$ cat config.mk
export PLATFORM = sky130hd
export DESIGN_NAME = sym_check_scheduler_flat
export DESIGN_NICKNAME = d
export VERILOG_FILES = /design/src/rtl/sym_check_scheduler_if.sv /design/src/rtl/sym_check_scheduler.sv /design/src/flat_wrapper.sv
export SDC_FILE = /design/constraint.sdc
export NUM_CORES = 1
export LEC_CHECK = 0
export CELL_PAD_IN_SITES_DETAIL_PLACEMENT = 1
export CELL_PAD_IN_SITES_GLOBAL_PLACEMENT = 2
export CORE_MARGIN = 1.5
export CORE_UTILIZATION = 36
export DETAILED_ROUTE_END_ITERATION = 10
export DONT_BUFFER_PORTS = 1
export PLACE_DENSITY = 0.85
export SETUP_SLACK_MARGIN = 0.3
export SLEW_MARGIN = 20
export SYNTH_ARGS = -nofsm -noshare
export SYNTH_HDL_FRONTEND = slang
export SYNTH_SLANG_ARGS = --single-unit
export TNS_END_PERCENT = 5
$ cat constraint.sdc
create_clock -name clk -period 3.4 [get_ports clk]
set_clock_uncertainty 0.05 [all_clocks]
set_input_delay 0.68 -clock clk [delete_from_list [all_inputs] [get_ports clk]]
set_output_delay 0.68 -clock clk [all_outputs]
set_load 0.02 [all_outputs]
$ cat src/rtl/sym_check_scheduler_if.sv
// Requester/result/statistics bundle for sym_check_scheduler.
// The slave side belongs to the scheduler; the master side to whoever drives it.
interface sym_check_scheduler_if #(
  parameter int unsigned CNT_W = 8
);
  logic             req0_valid;
  logic [7:0]       req0_data;
  logic             req0_ready;
  logic             req1_valid;
  logic [7:0]       req1_data;
  logic             req1_ready;
  logic             res_valid;
  logic             res_ready;
  logic             res_src;
  logic             res_sym;
  logic [2:0]       res_mismatch;
  logic             res_near;
  logic             clr;
  logic [CNT_W-1:0] sym_count;
  logic [CNT_W-1:0] total_count;

  modport slave (
    input  req0_valid, req0_data, req1_valid, req1_data, res_ready, clr,
    output req0_ready, req1_ready, res_valid, res_src, res_sym, res_mismatch, res_near,
    output sym_count, total_count
  );

  modport master (
    output req0_valid, req0_data, req1_valid, req1_data, res_ready, clr,
    input  req0_ready, req1_ready, res_valid, res_src, res_sym, res_mismatch, res_near,
    input  sym_count, total_count
  );
endinterface

$ cat src/rtl/sym_check_scheduler.sv
// Two-requester round-robin front end for a shared byte-symmetry checker, with a
// single registered result slot and saturating symmetric/total statistics.
module sym_check_scheduler #(
  parameter int unsigned CNT_W       = 8,
  parameter int unsigned NEAR_THRESH = 1
) (
  input logic                   clk,
  input logic                   rst_n,
  sym_check_scheduler_if.slave  bus
);

  localparam logic [2:0]       NearThr = 3'(NEAR_THRESH);
  localparam logic [CNT_W-1:0] CntMax  = '1;

  typedef enum logic {StEmpty, StFull} slot_e;

  slot_e            r_state, w_state_d;
  logic             w_res_valid, w_can_accept;
  logic             w_grant0, w_grant1, w_accept;
  logic             r_last_grant;
  logic [7:0]       w_data;
  logic [3:0]       w_pair;
  logic [2:0]       w_mis;
  logic             w_sym, w_near;
  logic             r_src, r_sym, r_near;
  logic [2:0]       r_mis;
  logic [CNT_W-1:0] r_sym_cnt, r_tot_cnt;

  // Slot FSM: state register
  always_ff @(posedge clk or negedge rst_n) begin
    if (!rst_n) r_state <= StEmpty;
    else        r_state <= w_state_d;
  end

  // Slot FSM: next state
  always_comb begin
    w_state_d = r_state;
    unique case (r_state)
      StEmpty: if (w_accept) w_state_d = StFull;
      StFull:  if (bus.res_ready && !w_accept) w_state_d = StEmpty;
    endcase
  end

  // Slot FSM: outputs; readies are held low for the whole of reset
  always_comb begin
    w_res_valid  = (r_state == StFull);
    w_can_accept = rst_n && (!w_res_valid || bus.res_ready);
  end

  // r_last_grant names the previous winner, so contention goes to the other one
  always_comb begin
    w_grant0 = bus.req0_valid && (!bus.req1_valid || r_last_grant);
    w_grant1 = bus.req1_valid && (!bus.req0_valid || !r_last_grant);
    w_accept = w_can_accept && (w_grant0 || w_grant1);
    w_data   = w_grant1 ? bus.req1_data : bus.req0_data;
  end

  always_comb begin
    for (int k = 0; k < 4; k++) begin
      w_pair[k] = w_data[k] ^ w_data[7-k];
    end
    w_mis  = {2'b00, w_pair[0]} + {2'b00, w_pair[1]} + {2'b00, w_pair[2]} + {2'b00, w_pair[3]};
    w_sym  = (w_mis == 3'd0);
    w_near = (w_mis <= NearThr);
  end

  always_ff @(posedge clk or negedge rst_n) begin
    if (!rst_n) begin
      r_last_grant <= 1'b1;
      r_src        <= 1'b0;
      r_sym        <= 1'b0;
      r_mis        <= 3'd0;
      r_near       <= 1'b0;
    end else if (w_accept) begin
      r_last_grant <= w_grant1;
      r_src        <= w_grant1;
      r_sym        <= w_sym;
      r_mis        <= w_mis;
      r_near       <= w_near;
    end
  end

  // clr beats a same-cycle accept: the byte is delivered but not counted
  always_ff @(posedge clk or negedge rst_n) begin
    if (!rst_n) begin
      r_sym_cnt <= '0;
      r_tot_cnt <= '0;
    end else if (bus.clr) begin
      r_sym_cnt <= '0;
      r_tot_cnt <= '0;
    end else if (w_accept) begin
      if (r_tot_cnt != CntMax)          r_tot_cnt <= r_tot_cnt + 1'b1;
      if (w_sym && r_sym_cnt != CntMax) r_sym_cnt <= r_sym_cnt + 1'b1;
    end
  end

  assign bus.req0_ready   = w_can_accept && w_grant0;
  assign bus.req1_ready   = w_can_accept && w_grant1;
  assign bus.res_valid    = w_res_valid;
  assign bus.res_src      = r_src;
  assign bus.res_sym      = r_sym;
  assign bus.res_mismatch = r_mis;
  assign bus.res_near     = r_near;
  assign bus.sym_count    = r_sym_cnt;
  assign bus.total_count  = r_tot_cnt;

endmodule

$ cat src/flat_wrapper.sv
// flat-port wrapper written by rule: the top's interface ports become plain ports
module sym_check_scheduler_flat 
#(
  parameter int unsigned CNT_W       = 8,
  parameter int unsigned NEAR_THRESH = 1
)
  (clk, rst_n, bus_req0_valid, bus_req0_data, bus_req1_valid, bus_req1_data, bus_res_ready, bus_clr, bus_req0_ready, bus_req1_ready, bus_res_valid, bus_res_src, bus_res_sym, bus_res_mismatch, bus_res_near, bus_sym_count, bus_total_count);
  sym_check_scheduler_if #(.CNT_W(CNT_W)) bus_i ();
  input logic clk;
  input logic rst_n;
  input wire logic [$bits(bus_i.req0_valid)-1:0] bus_req0_valid;
  input wire logic [$bits(bus_i.req0_data)-1:0] bus_req0_data;
  input wire logic [$bits(bus_i.req1_valid)-1:0] bus_req1_valid;
  input wire logic [$bits(bus_i.req1_data)-1:0] bus_req1_data;
  input wire logic [$bits(bus_i.res_ready)-1:0] bus_res_ready;
  input wire logic [$bits(bus_i.clr)-1:0] bus_clr;
  output wire logic [$bits(bus_i.req0_ready)-1:0] bus_req0_ready;
  output wire logic [$bits(bus_i.req1_ready)-1:0] bus_req1_ready;
  output wire logic [$bits(bus_i.res_valid)-1:0] bus_res_valid;
  output wire logic [$bits(bus_i.res_src)-1:0] bus_res_src;
  output wire logic [$bits(bus_i.res_sym)-1:0] bus_res_sym;
  output wire logic [$bits(bus_i.res_mismatch)-1:0] bus_res_mismatch;
  output wire logic [$bits(bus_i.res_near)-1:0] bus_res_near;
  output wire logic [$bits(bus_i.sym_count)-1:0] bus_sym_count;
  output wire logic [$bits(bus_i.total_count)-1:0] bus_total_count;
  assign bus_i.req0_valid = bus_req0_valid;
  assign bus_i.req0_data = bus_req0_data;
  assign bus_i.req1_valid = bus_req1_valid;
  assign bus_i.req1_data = bus_req1_data;
  assign bus_i.res_ready = bus_res_ready;
  assign bus_i.clr = bus_clr;
  assign bus_req0_ready = bus_i.req0_ready;
  assign bus_req1_ready = bus_i.req1_ready;
  assign bus_res_valid = bus_i.res_valid;
  assign bus_res_src = bus_i.res_src;
  assign bus_res_sym = bus_i.res_sym;
  assign bus_res_mismatch = bus_i.res_mismatch;
  assign bus_res_near = bus_i.res_near;
  assign bus_sym_count = bus_i.sym_count;
  assign bus_total_count = bus_i.total_count;
  sym_check_scheduler #(.CNT_W(CNT_W), .NEAR_THRESH(NEAR_THRESH)) u_core (.clk(clk), .rst_n(rst_n), .bus(bus_i));
endmodule
# == After elaboration in Yosys (flattened, before gate mapping) ==
# Index checks and enable logic that the tools add are counted.
# word_totals
ff_bits,24
input_bits,22
output_inout_bits,25
wordCells,54
# op_classes
add_sub_neg,5
magnitude_cmp,1
eq_ne,2
muxes,10
bitwise,5
reduce_logical,23
# ops
operator,n
8-bit two-way mux,7
"8-bit by 1-bit adder with 8-bit output, second input constant",2
"8-bit inequality test, second input constant",2
1-bit logical AND,8
3-bit by 1-bit adder with 3-bit output,2
2-bit nonzero test,3
1-bit zero test,5
1-bit logical OR,4
2-bit AND reduction,2
1-bit XOR,4
"3-bit by 1-bit less-or-equal comparator with 1-bit output, second input constant",1
3-bit zero test,1
1-bit by 1-bit adder with 2-bit output,1
1-bit two-way mux,2
1-bit case mux with 2 select lines,1
1-bit NOT,1

# == Logic depth before layout (Yosys ltp) ==
# logic_depth
ltp_word,13
mapped_depth,12
mapped_depth_nobuf,11

# == Worst setup path before layout ==
# No wires, ideal clock.
# synth_timing
path_kind,input to register
start,input port bus_req1_valid
end,register u_core.r_sym_cnt[5] (netlist: u_core.bus.sym_count[5])
setup_ps,136
t_arrival_ps,3239
required_time_ps,3214
slack_ps,-26
cell_stages,11
path_cell_list,inv_1 a21oi_1 o21ai_0 ha_1 fa_1 ha_1 nor4b_2 nand3_2 buf_2 o41ai_1 a21oi_1
# synth_between
elab_chain_cells,10
# synth_lines
item,line_no,rtl
from (decl),flat_wrapper.sv:13,input wire logic [$bits(bus_i.req1_valid)-1:0] bus_req1_valid;
1-bit logical AND (*),sym_check_scheduler.sv:53,w_grant1 = bus.req1_valid && (!bus.req0_valid || !r_last_grant);
8-bit two-way mux (*),sym_check_scheduler.sv:55,w_data = w_grant1 ? bus.req1_data : bus.req0_data;
1-bit XOR,sym_check_scheduler.sv:60,w_pair[k] = w_data[k] ^ w_data[7-k];
1-bit by 1-bit adder with 2-bit output,sym_check_scheduler.sv:62,"w_mis = {2'b00, w_pair[0]} + {2'b00, w_pair[1]} + {2'b00, w_pair[2]} + {2'b00, w_pair[3]};"
3-bit by 1-bit adder with 3-bit output,sym_check_scheduler.sv:62,
3-bit by 1-bit adder with 3-bit output (*),sym_check_scheduler.sv:62,
net u_core.w_mis[1],sym_check_scheduler.sv:23,logic [2:0] w_mis;
3-bit zero test (*),sym_check_scheduler.sv:63,w_sym = (w_mis == 3'd0);
1-bit logical AND (*),sym_check_scheduler.sv:93,if (w_sym && r_sym_cnt != CntMax) r_sym_cnt <= r_sym_cnt + 1'b1;
2-bit nonzero test (no line) (*),n/a,
2-bit AND reduction (no line) (*),n/a,
to (signal assigned),sym_check_scheduler.sv:93,
to (decl),sym_check_scheduler.sv:27,"logic [CNT_W-1:0] r_sym_cnt, r_tot_cnt;"
# The timed path passes the listed nets; every way through them passes the cells marked *.
# A chain may end at the register's enable or synchronous reset.

# == Worst setup path after layout ==
# layout_timing
start,register u_core.r_last_grant
end,register u_core.r_sym_cnt[5] (netlist: u_core.bus.sym_count[5])
# layout_between
elab_chain_cells,12
# layout_lines
item,line_no,rtl
from (decl),sym_check_scheduler.sv:20,logic r_last_grant;
from (signal assigned),sym_check_scheduler.sv:75,r_last_grant <= w_grant1;
1-bit zero test (*),sym_check_scheduler.sv:53,
1-bit logical OR (*),sym_check_scheduler.sv:53,
1-bit logical AND (*),sym_check_scheduler.sv:53,
8-bit two-way mux (*),sym_check_scheduler.sv:55,
1-bit XOR,sym_check_scheduler.sv:60,
1-bit by 1-bit adder with 2-bit output,sym_check_scheduler.sv:62,
3-bit by 1-bit adder with 3-bit output,sym_check_scheduler.sv:62,
3-bit by 1-bit adder with 3-bit output (*),sym_check_scheduler.sv:62,
net u_core.w_mis[1],sym_check_scheduler.sv:23,
3-bit zero test (*),sym_check_scheduler.sv:63,
1-bit logical AND (*),sym_check_scheduler.sv:93,
2-bit nonzero test (no line) (*),n/a,
2-bit AND reduction (no line) (*),n/a,
# Marks and branches as above.

==> impl_results.md <==
- Status: finished clean
- Die area: ~4200 µm²
- CTS tree: yes
- Core Region: 3690 µm²
- Tmin final: 3.12 ns
- Die width: 65.1 µm
- Final number of max-transition violations: 0
- M2 GR Usage: 0.280
- Worst setup SP type: register
- Detailed-route wire length: 3430 µm
- CP endpoint kind: register
- Vias per cell: 6.07
- Synth Instances: 142
- Register area share after synthesis: 0.434
- 1st-iter DRT viols: 38
- PD cells: 469 nW/µm²
- GR peak layer: met2
- Post-layout power: between 700 and 800 µW
- DP Area: 1460 µm²
- Unique masters post-synth: 34
- Syn avg cell area: 9.77 µm²
- Ys Warns: 0
- Primary FF master, synth: dfrtp_1
- Synthesis-to-layout area growth: 16.1%
- Met3 Use GR: 0.0521
- Post-route DRC: 0
- Req. time, crit path: 3.50 ns
- Grt met1 use: 0.178
- Synth top area share: 0.415
- Ranking of synthesized cells by area: dfrtp_1, or4_1, a21oi_1
- Overflow after GRT: 0
- Vias in the first global route: 1,144
- Tightest Pin Transition: 0.778 ns
- Share of cells above drive strength 1: 0.233
- Cell row count: 22
- Max-Cap Viols: 0
- Overall Global Routing Usage: 0.159
- Antenna violations before repair: 0
- TritonCTS Buffers: 3
- Static leakage: 0.602 nW
- Maximum clock rate: 0.320 GHz
- Routed len/inst: 17.7 µm
- Post-Syn Nets: 170
- Clock Latency Late Sink: 0.27 ns
- Critical path peak fanout: 7
- Max-slew headroom: 0.480
- Total vias in the final route: between 1,000 and 1,500
- Fin area: between 1500 and 2000 µm²
- Final Setup Violations: 0
- Total Nets Final: 175
- EDFF count, synth: 0
- CTS Sinks: 24
- Critical path arrival: 3.22 ns
- Chip Height: 65.1 µm
- Synth area leader: dfrtp_1
- N_diodes: 0
- Drt first pass iters: 4
- Crit share post-route: 0.918
- Clock slew seen by the registers of the worst setup and hold paths: 0.09 ns
- Clk buf depth: 2
- Peak supply drop: 0.000187 V
- Post-DP HPWL: about 2300 µm
- Pre-CTS setup slack: 0.00191 ns
- Asr flop ratio synth: 1.00
- DRT antenna net count: 0
- Setup_tns: 0 ns
- Synthesized flop and latch total: 24
- Root Buffer: clkbuf_8
- Global-route wire length before repair: roughly 5300 µm
- Largest net degree at the start of global routing: 29
- Mapped cell area: 1390 µm²
- CTS H-Tree Depth: 1
- Hold Path Class: in -> async
- Initial Utilization: 0.376
- Final WS setup: 0.279 ns
- Port bufs: 0
- CTS Hold Bufs: 0
- Num ports: 47
- Gp weighted congestion: 0.757
- Final hold vios: 0
- Unrepaired setup endpoints after global routing: true
- Crit path kind: reg -> reg
timing repair:
| item | in CTS | in global routing |
|---|---|---|
| gates cloned | 0 | 1 |
| pin swaps | 0 | 11 |
| endpoints found under the setup margin | 6 | 8 |
| setup buffers | 0 | 4 |
| gates resized for setup | 1 | 11 |
Yosys cell counts (2+ instances only):
library cell,n
nand2_1,14
o31ai_1,5
nand3_1,7
a21oi_1,16
ha_1,5
or3_1,2
mux2_2,4
dfrtp_1,23
a21o_1,2
buf_2,4
o21ai_0,8
or4_1,11
o41ai_1,6
inv_1,7
xor2_1,4
nor3_1,2
xnor2_1,4
and3_1,2
kinds of logic (layout without fill, tap and decap cells):
logic type      after synthesis  in the layout  synth area share
compound gates               39             39             0.175
xor+xnor                      8              8            0.0505
fa+ha+maj                     6              6            0.0595
buf+inv                      13             16            0.0388
flops                        24             24             0.434
mux                           4              4            0.0325
simple gates                 48             49             0.210
power breakdown:
group	leakage [nW]	internal, mW	switching (mW)
Combinational	0.261	0.0905	0.0877
Clock	0.0228	0.0838	0.0938
Sequential	0.319	0.325	0.0756
state kept, by name, summed over array words and instances (netlist names):
register                 count
u_core.bus.res_mismatch      3
u_core.r_last_grant          1
u_core.bus.res_near          1
u_core.bus.sym_count         8
u_core.bus.res_src           1
u_core.bus.total_count       8
u_core.bus.res_valid         1
u_core.bus.res_sym           1
area by class of cell:
cell class / count / area, µm²
fill: 428 / 2080
multi-input combinational: 106 / 837
sequential: 24 / 602
tap: 48 / 60.1
clock buffer: 4 / 45.0
timing repair buffer: 5 / 41.3
inverter: 7 / 26.3
metal layers:
| metal | vias to the layer above | routed length, µm |
|---|---|---|
| met5 | - | 0 |
| met4 | 0 | 57 |
| met3 | 4 | 274 |
| met2 | 39 | 1680 |
| met1 | 589 | 1410 |
| li1 | 545 | - |
critical path: stages (launching register included):
cell,delay [ns]
dfstp_2,0.57
a21oi_4,0.09
nand2_1,0.06
o21ai_1,0.06
ha_1,0.33
fa_2,0.40
ha_4,0.24
nor4b_4,0.38
nand3_2,0.22
buf_4,0.19
o41ai_2,0.32
a21oi_1,0.10
metrics by stage:
stage / utilization / hold WS (ns) / cells
6_report: 0.437 / 0.0471 / 194
5_1_grt: 0.437 / 0.0292 / 194
2_1_floorplan: - / 0.334 / 142
3_5_place_dp: 0.397 / 0.335 / 185
4_1_cts: 0.411 / 0.0386 / 189
3_3_place_gp: 0.397 / 0.335 / 185
worst paths after layout:
kind	from	endpoint	slack, ns	cells after the start
hold reg to reg	u_core.r_last_grant	u_core.r_last_grant	0.50	1
max in group asynchronous	rst_n	u_core.r_last_grant	3.08	0
setup reg to reg	u_core.r_last_grant	u_core.bus.sym_count[5]	0.28	11
hold / removal	rst_n	u_core.bus.res_near	0.05	0
setup / recovery	u_core.r_last_grant	u_core.bus.sym_count[5]	0.28	11
min in group clk	bus_clr	u_core.bus.sym_count[0]	0.41	1
layout by cell type (no fill, tap or decap), types with 4 or more instances in the layout:
cell type,Yosys,final
mux2_2,4,4
o31ai_1,5,5
xnor2_1,4,4
nand2_1,14,13
o21ai_0,8,6
inv_1,7,7
xor2_1,4,4
dfrtp_1,23,23
buf_4,0,4
ha_1,5,4
or4_1,11,9
nand3_1,7,7
a21oi_1,16,12
Power figures use the tool's default switching activity.
